**src/rtl/cpu_pkg.sv**
```systemverilog
// Shared types and constants for the CPU register-file family.
// Holds the clear-engine state encoding, default widths and a constant-safe clog2.
package cpu_pkg;

  localparam int DEF_DATA_W = 32;
  localparam int DEF_ADDR_W = 4;

  typedef enum logic [1:0] {
    ST_IDLE  = 2'd0,
    ST_CLEAR = 2'd1,
    ST_DONE  = 2'd2
  } clr_state_e;

  function automatic int clog2(input int v);
    int r;
    r = 0;
    for (int i = 0; i < 31; i++) begin
      if ((32'sd1 <<< i) < v) r = i + 1;
    end
    return r;
  endfunction

endpackage

```
**src/rtl/reg_file_rd_port.sv**
```systemverilog
// One registered read port: R0 gating, range check, optional write bypass.
// Latency 1 cycle; no read enable, output updates every cycle.
module reg_file_rd_port
  import cpu_pkg::*;
#(
  parameter int DATA_W   = DEF_DATA_W,
  parameter int ADDR_W   = DEF_ADDR_W,
  parameter int NUM_REGS = 16,
  parameter int R0_ZERO  = 1,
  parameter int BYPASS   = 1
) (
  input  logic              clk_i,
  input  logic              reset_i,
  input  logic [ADDR_W-1:0] rd_addr_i,
  input  logic              rd_ba_i,
  input  logic [DATA_W-1:0] regs_i [NUM_REGS],
  input  logic              wr_ok_i,
  input  logic [ADDR_W-1:0] wr_addr_i,
  input  logic [DATA_W-1:0] wr_data_i,
  output logic [DATA_W-1:0] rd_data_o
);

  localparam logic [ADDR_W:0] NUM_REGS_W = (ADDR_W + 1)'(NUM_REGS);

  logic [DATA_W-1:0] stored;
  logic [DATA_W-1:0] rd_data_d;
  logic [DATA_W-1:0] rd_data_q;
  logic              in_range;

  assign in_range = {1'b0, rd_addr_i} < NUM_REGS_W;

  always_comb begin
    stored = '0;
    for (int r = 0; r < NUM_REGS; r++) begin
      if (rd_addr_i == ADDR_W'(r)) stored = regs_i[r];
    end
  end

  // Priority order matters: BA gating beats bypass on R0.
  always_comb begin
    rd_data_d = stored;
    if ((R0_ZERO != 0) && rd_ba_i && (rd_addr_i == '0)) begin
      rd_data_d = '0;
    end else if (!in_range) begin
      rd_data_d = '0;
    end else if ((BYPASS != 0) && wr_ok_i && (wr_addr_i == rd_addr_i)) begin
      rd_data_d = wr_data_i;
    end
  end

  always_ff @(posedge clk_i or posedge reset_i) begin
    if (reset_i) rd_data_q <= '0;
    else         rd_data_q <= rd_data_d;
  end

  assign rd_data_o = rd_data_q;

endmodule

```
**src/rtl/reg_file_mp.sv**
```systemverilog
// Multi-read-port register file with one write port and a sequential clear engine.
// Reads land 1 cycle after address; writes during clear or out of range are dropped and flagged.
module reg_file_mp
  import cpu_pkg::*;
#(
  parameter int DATA_W   = DEF_DATA_W,
  parameter int ADDR_W   = DEF_ADDR_W,
  parameter int NUM_REGS = 16,
  parameter int NUM_RD   = 2,
  parameter int R0_ZERO  = 1,
  parameter int BYPASS   = 1
) (
  input  logic                     clk,
  input  logic                     reset,
  input  logic                     wr_en,
  input  logic [ADDR_W-1:0]        wr_addr,
  input  logic [DATA_W-1:0]        wr_data,
  input  logic [NUM_RD*ADDR_W-1:0] rd_addr,
  input  logic [NUM_RD-1:0]        rd_ba,
  output logic [NUM_RD*DATA_W-1:0] rd_data,
  input  logic                     clr_req,
  output logic                     busy,
  output logic                     clr_done,
  output logic                     wr_drop
);

  localparam int              IDX_W      = clog2(NUM_REGS) + 1;
  localparam logic [IDX_W-1:0] LAST_IDX  = IDX_W'(NUM_REGS - 1);
  localparam logic [ADDR_W:0] NUM_REGS_W = (ADDR_W + 1)'(NUM_REGS);

  logic [DATA_W-1:0] regs_q [NUM_REGS];
  clr_state_e        state_q, state_d;
  logic [IDX_W-1:0]  idx_q, idx_d;
  logic              wr_drop_q, wr_drop_d;
  logic              wr_ok;

  assign busy     = (state_q == ST_CLEAR);
  assign clr_done = (state_q == ST_DONE);
  assign wr_drop  = wr_drop_q;

  assign wr_ok     = wr_en && !busy && ({1'b0, wr_addr} < NUM_REGS_W);
  assign wr_drop_d = wr_en && !wr_ok;

  always_comb begin
    state_d = state_q;
    idx_d   = idx_q;
    unique case (state_q)
      ST_IDLE: begin
        if (clr_req) begin
          state_d = ST_CLEAR;
          idx_d   = '0;
        end
      end
      ST_CLEAR: begin
        idx_d = idx_q + IDX_W'(1);
        if (idx_q == LAST_IDX) state_d = ST_DONE;
      end
      ST_DONE: state_d = ST_IDLE;
      default: state_d = ST_IDLE;
    endcase
  end

  always_ff @(posedge clk or posedge reset) begin
    if (reset) begin
      state_q   <= ST_IDLE;
      idx_q     <= '0;
      wr_drop_q <= 1'b0;
    end else begin
      state_q   <= state_d;
      idx_q     <= idx_d;
      wr_drop_q <= wr_drop_d;
    end
  end

  // wr_ok is already false while clearing, so the two branches never collide.
  always_ff @(posedge clk or posedge reset) begin
    if (reset) begin
      for (int r = 0; r < NUM_REGS; r++) regs_q[r] <= '0;
    end else begin
      for (int r = 0; r < NUM_REGS; r++) begin
        if (busy && (idx_q == IDX_W'(r)))              regs_q[r] <= '0;
        else if (wr_ok && (wr_addr == ADDR_W'(r)))     regs_q[r] <= wr_data;
      end
    end
  end

  for (genvar p = 0; p < NUM_RD; p++) begin : g_rd
    reg_file_rd_port #(
      .DATA_W   (DATA_W),
      .ADDR_W   (ADDR_W),
      .NUM_REGS (NUM_REGS),
      .R0_ZERO  (R0_ZERO),
      .BYPASS   (BYPASS)
    ) u_rd (
      .clk_i     (clk),
      .reset_i   (reset),
      .rd_addr_i (rd_addr[p*ADDR_W +: ADDR_W]),
      .rd_ba_i   (rd_ba[p]),
      .regs_i    (regs_q),
      .wr_ok_i   (wr_ok),
      .wr_addr_i (wr_addr),
      .wr_data_i (wr_data),
      .rd_data_o (rd_data[p*DATA_W +: DATA_W])
    );
  end

endmodule
```
**config.mk**
```make
export PLATFORM = sky130hd
export DESIGN_NAME = reg_file_mp
export DESIGN_NICKNAME = d
export VERILOG_FILES = /design/src/rtl/cpu_pkg.sv /design/src/rtl/reg_file_rd_port.sv /design/src/rtl/reg_file_mp.sv
export SDC_FILE = /design/constraint.sdc
export NUM_CORES = 2
export LEC_CHECK = 0
export CORE_MARGIN = 2
export CORE_UTILIZATION = 30
export DETAILED_ROUTE_END_ITERATION = 16
export PLACE_DENSITY = 0.56
export SKIP_LAST_GASP = 1
export SLEW_MARGIN = 20
export SYNTH_ARGS = -nofsm -noshare
export SYNTH_HDL_FRONTEND = slang
export SYNTH_HIERARCHICAL = 1
export SYNTH_SLANG_ARGS = --single-unit
export TNS_END_PERCENT = 5
```
**constraint.sdc**
```tcl
create_clock -name clk -period 19 [get_ports clk]
set_input_delay 3.8 -clock clk [delete_from_list [all_inputs] [get_ports clk]]
set_output_delay 3.8 -clock clk [all_outputs]
set_load 0.005 [all_outputs]
```
# After elaboration in Yosys (flattened, before gate mapping)

Index checks and enable logic that the tools add are counted.

Muxes and demuxes: 73
Add/subtract/negate cells: 1
Eq/ne operators: 66
Reductions and logical operators: 64

Operator list:

| operator                                            | number |
|---|---|
| 2-to-1 mux 32 bit                                   | 68 |
| equality test 4 bit, second input constant          | 24 |
| equality test 4 x 3 -> 1 bit, second input constant | 12 |
| equality test 5 x 4 -> 1 bit, second input constant | 8 |
| logical AND 1 bit                                   | 38 |
| nonzero test 2 bit                                  | 17 |
| equality test 4 x 2 -> 1 bit, second input constant | 6 |
| equality test 5 x 3 -> 1 bit, second input constant | 4 |
| equality test 4 x 1 -> 1 bit, second input constant | 3 |
| logical NOT 4 bit                                   | 3 |
| equality test 5 x 2 -> 1 bit, second input constant | 2 |
| case mux 5 bit (2 select lines)                     | 1 |
| equality test 4 bit                                 | 2 |
| adder 5 x 1 -> 5 bit, second input constant         | 1 |
| equality test 5 x 1 -> 1 bit, second input constant | 1 |
| logical NOT 5 bit                                   | 1 |
| 2-to-1 mux 5 bit                                    | 1 |
| 2-to-1 mux 2 bit                                    | 2 |
| case mux 2 bit (2 select lines)                     | 1 |
| AND reduction 2 bit                                 | 2 |
| equality test 2 x 1 -> 1 bit, second input constant | 1 |
| equality test 2 bit, second input constant          | 1 |
| logical NOT 1 bit                                   | 2 |
| logical NOT 2 bit                                   | 1 |
| 2 further kinds                                     | 2 |

Word-level logic and storage cells: 225
Bits of input ports: 50
Register bits after elaboration: 584
Output and inout bits: 67

# Logic depth before layout (Yosys ltp)

Depth after elaboration: 19
Mapped depth: 10
Mapped depth without buffers: 6

# Cells and area by module

The synthesis kept the hierarchy.

Modules (own cells, without submodules):

| module           | cells an instance | seq. area each (um2) | area an instance (um2) | instances |
|---|---|---|---|---|
| reg_file_mp      | 1841              | 13012.5              | 22352.7                | 1 |
| reg_file_rd_port | 864               | 800.8                | 6118.4                 | 2 |

# Worst setup path before layout

OpenSTA, ideal clock, no wires.

Path type: input-to-reg
From: in rd_addr[1]
To: reg g_rd[0].u_rd.rd_data_q[20]
Buffers on the path: 3
Stages: 9
Setup time: 135 ps
Required time: 18865 ps
Arrival: 5270 ps
Slack: 13595 ps
Path through: buf_2 -> and2b_1 -> buf_2 -> buf_1 -> a22o_1 -> a222oi_1 -> o221ai_1 -> a221oi_1 -> o22ai_1

Cells in the longest elaborated chain, start to end: 19
Elaborated cells between the ends (all ways): 37
Those cells by class: eq/ne: 16; mux: 18; reduce/logical: 3

Ends and longest elaborated chain:

| item                             | RTL line                                       | text |
|---|---|---|
| start, declared                  | reg_file_mp.sv:18                              | `input logic [NUM_RD*ADDR_W-1:0] rd_addr,` |
| logical NOT 4 bit                | reg_file_rd_port.sv:35, reg_file_rd_port.sv:42 |  |
| 2-to-1 mux 32 bit (16 in series) | reg_file_rd_port.sv:35                         | `if (rd_addr_i == ADDR_W'(r)) stored = regs_i[r];` |
| 2-to-1 mux 32 bit                | reg_file_rd_port.sv:46                         | `end else if ((BYPASS != 0) && wr_ok_i && (wr_addr_i == rd_addr_i)) begin` |
| 2-to-1 mux 32 bit *              | reg_file_rd_port.sv:42                         | `if ((R0_ZERO != 0) && rd_ba_i && (rd_addr_i == '0)) begin` |
| net g_rd[0].u_rd.rd_data_d[20]   | reg_file_rd_port.sv:26                         | `logic [DATA_W-1:0] rd_data_d;` |
| end signal, assigned             | reg_file_rd_port.sv:53                         | `else rd_data_q <= rd_data_d;` |
| end, declared                    | reg_file_rd_port.sv:27                         | `logic [DATA_W-1:0] rd_data_q;` |

Mark *: on every way through the listed nets, which the timed path passes. The rest lies on a longest branch.
A chain may end at the register's enable or synchronous reset.

# Final worst setup path

From: in rd_addr[6]
To: reg g_rd[1].u_rd.rd_data_q[17]

Cells in the longest elaborated chain, start to end: 19
Elaborated cells between the ends (all ways): 37
Those cells by class: eq/ne: 16; mux: 18; reduce/logical: 3

Ends and longest elaborated chain:

| item                             | RTL line |
|---|---|
| logical NOT 4 bit                | reg_file_rd_port.sv:35, reg_file_rd_port.sv:42 |
| 2-to-1 mux 32 bit (16 in series) | reg_file_rd_port.sv:35 |
| 2-to-1 mux 32 bit                | reg_file_rd_port.sv:46 |
| 2-to-1 mux 32 bit *              | reg_file_rd_port.sv:42 |
| net g_rd[1].u_rd.rd_data_d[17]   | reg_file_rd_port.sv:26 |
| end signal, assigned             | reg_file_rd_port.sv:53 |
| end, declared                    | reg_file_rd_port.sv:27 |

Marks and branches as above.

==> results.yml <==
synth:
  synth_commonest_cells: "614 x mux2i_1, 584 x dfrtp_1, 575 x o21ai_0, 236 x a21oi_1, 190 x clkbuf_1"
  synth_area_leaders: "dfrtp_1 42%, mux2i_1 18%, o21ai_0 8.3%, a21oi_1 3.4%, clkbuf_1 2.1%"
  synthesis.instances: 3569
  ys_ff_latch: 584
  synth-edff-count: 0
  yosysTopAreaCell: "dfrtp_1"
  ys_dominant_reg_cell: "dfrtp_1"
  yosys_warnings: 6
  synth_nets: 3624
  yosysSeqAreaShare_pct: 42.2
  ys_async_sr_fraction_pct: 100
  yosys.area.top_type_share_pct: 42.2
  syn_avg_cell_area_sq_um: 9.69
  synth_area_sq_um: 34600
  synth_most_common_cell: "mux2i_1"
  ys_types: 75
worst_setup_path:
  path_max_fanout: 40
  crit_start: "rd_addr[6]"
  crit_type: "input pin to register"
  reg2reg_from: "state_q[0]$_DFFE_PP0P_"
  cp_data_arrival_time_ps: 7320
  cp_data_required_time_ps: 19560
  crit_path_end_kind: "register"
  worstSetupStartpointType: "input pin"
sta:
  tns_ps: 0
  fin_worst_skew_ps: 32.6
  period_minus_slack_ps: 6750
  period_share_pct: 35.5
  setup_viol: 0
  slew_violations: 0
  rsz0062_at_grt: "no"
  layout_setup_ws_ps: 12250
  worstMarginPinSlew_ps: 1310
  maxSlewHeadroom_pct: 12.6
  max_freq_mhz: 148
  finalHoldViolations: 0
drt:
  drc: 0
  finalWirelength_mm: 168
  detail_route.wl_per_cell_microns: 33.3
  dr.pass1.iters: 8
  postRouteAntennaNets: 0
  drt-initial-drc-count: 5538
  vias: 32739
  viasPerCell: 6.50
floorplan:
  die_w_microns: 344
  die_h_microns: 344
  io_pins: 117
  coreArea_sq_um: 114000
  start_util_pct: 30.3
  dieArea_sq_um: 118000
  rows: 124
power_and_ir_drop:
  internal_power_uw: 3230
  seqPwrFrac_pct: 41.1
  vdd_drop_max_v: 0.0000909
  switchingPower_uw: 2280
  power.density_nw_per_um2: 142
  p_clk_share_pct: 24.4
  power.total_uw: 5510
  power.share.combinational_pct: 34.5
  p_leak_uw: 0.0190
  switching_share_pct: 41.3
clock_tree:
  cts_tree: "done"
  clk_pin_slew_ps: 60
  cts_max_level: 3
  clk_path_buf_depth: 3
  cts_root_buf: "clkbuf_16"
  cts_hold_buf: 0
  cts_resized: 0
  worstSkewPairLatency_ps: 660
  post_cts_buffers: 0
  cts.sinks: 584
  cts-buffers-inserted: 69
status:
  outcome: "complete, no violations"
grt:
  grt_pass1_vias: 31674
  grt_first_pass_wirelength_mm: 238
  antenna_found_initial: 9
  grt_use_total_pct: 27.7
  grt_start_max_net_pins: 139
  grt_remaining_overflow: 0
min_path:
  hp-class: "register to register"
  worstHoldStart: "regs_q[8]$_DFFE_PP0P_"
job:
  cap_viol_max_count: 0
cells_and_area:
  fin_nets: 3527
  drive_above_1_share_pct: 8.81
  areaGrowthSynthToFinish_pct: 12.3
placed_design:
  io_buffers: 116
  pre_cts_ws_ps: 11810
  dp_hpwl_mm: 96.4
  gp_congestion: 0.941
worst max-delay path: stages:
cell,delay [ps]
buf_4,580
buf_4,570
nand2b_1,100
buf_4,290
nor2_2,1040
a22o_1,280
a221o_1,250
a222oi_1,130
a21oi_1,200
placed cells by master (no fill, tap or decap), types with 11 or more instances in the layout:
| master | Yosys | layout |
|---|---|---|
| mux2i_1 | 614 | 614 |
| dfrtp_1 | 584 | 584 |
| o21ai_0 | 575 | 575 |
| a21oi_1 | 236 | 236 |
| nand2_1 | 177 | 177 |
| nor2_1 | 119 | 117 |
| clkdlybuf4s50_1 | 0 | 108 |
| buf_4 | 55 | 100 |
| o22ai_1 | 84 | 84 |
| clkbuf_16 | 0 | 72 |
| inv_1 | 63 | 60 |
| a221oi_1 | 52 | 52 |
| o21ai_1 | 49 | 49 |
| a22o_1 | 47 | 47 |
| a22oi_1 | 44 | 44 |
| nor3_1 | 43 | 43 |
| o221ai_1 | 38 | 38 |
| o21a_1 | 32 | 32 |
| nand3_1 | 33 | 31 |
| a21o_1 | 30 | 30 |
| mux2_2 | 29 | 29 |
| a211oi_1 | 24 | 24 |
| and3_1 | 22 | 22 |
| nor2b_1 | 26 | 20 |
| clkbuf_1 | 190 | 19 |
| nand2b_1 | 20 | 18 |
| a222oi_1 | 18 | 18 |
| clkbuf_8 | 0 | 12 |
| nor4_1 | 12 | 12 |
| a2111oi_0 | 12 | 12 |
| o211ai_1 | 12 | 12 |
| and2_1 | 11 | 11 |
| or2_2 | 11 | 11 |
power by group through the flow:
stage | clock (uW) | combinational [uW] | sequential [uW]
2_1_floorplan | 0 | 1190 | 2070
3_3_place_gp | 0 | 1790 | 2240
3_5_place_dp | 0 | 1840 | 2250
4_1_cts | 1350 | 1840 | 2230
5_1_grt | 1400 | 2020 | 2320
6_report | 1350 | 1900 | 2260
logic make-up (layout without fill, tap and decap cells):
family	after synthesis	count (layout)	synth area share [%]
xor+xnor	8	8	0.203
fa+ha+maj	5	5	0.181
buf+inv	446	397	6.13
compound gates	1328	1328	23.2
mux	665	665	20.2
other cells	0	3	0
simple gates	533	533	7.84
flops	584	584	42.2
flip-flops by register name, indices dropped and copies added (netlist names):
signal               count
g_rd.u_rd/rd_data_o     64
idx_q                    5
regs_q                 512
state_q                  2
wr_drop                  1
metrics by stage:
stage	hold slack [ps]	std cells	area [sq um]	utilization [%]
global route	570	5034	38900	34.0
floorplan	491	3569	34600	-
CTS	546	5032	38800	34.0
detailed placement	531	4913	36700	32.1
global placement	534	4913	36600	32.0
finish	550	5035	38900	34.0
metal layers:
layer / vias up / global-route usage [%] / part of all wire [%]
met5: - / 0 / 0.022
met4: 6 / 14.5 / 5.8
met3: 612 / 8.83 / 14
met2: 2737 / 40.6 / 42
met1: 16340 / 36.4 / 39
li1: 13044 / - / -
cell type report:
class                           count  area [sq um]
Clock inverter                     16           155
Multi-Input combinational cell   2539         18000
Sequential cell                   584         14600
Inverter                           67           262
Timing Repair Buffer              211          1870
Tap cell                         1512          1890
Fill cell                       11503         75500
Antenna cell                        3          7.51
Clock buffer                      103          2040
worst paths after layout:
| kind | endpoint | slack (ps) | depth (start not counted) |
|---|---|---|---|
| setup / recovery | g_rd[1].u_rd/rd_data_o[17]$_DFF_PP0_ | 12250 | 9 |
| hold / removal | regs_q[8]$_DFFE_PP0P_ | 550 | 2 |
| setup reg to reg | g_rd[1].u_rd/rd_data_o[19]$_DFF_PP0_ | 15610 | 7 |
| hold reg to reg | regs_q[8]$_DFFE_PP0P_ | 550 | 2 |
| max in group asynchronous | regs_q[39]$_DFFE_PP0P_ | 12730 | 4 |
| min in group asynchronous | g_rd[0].u_rd/rd_data_o[14]$_DFF_PP0_ | 3810 | 2 |
Power figures use the tool's default switching activity.
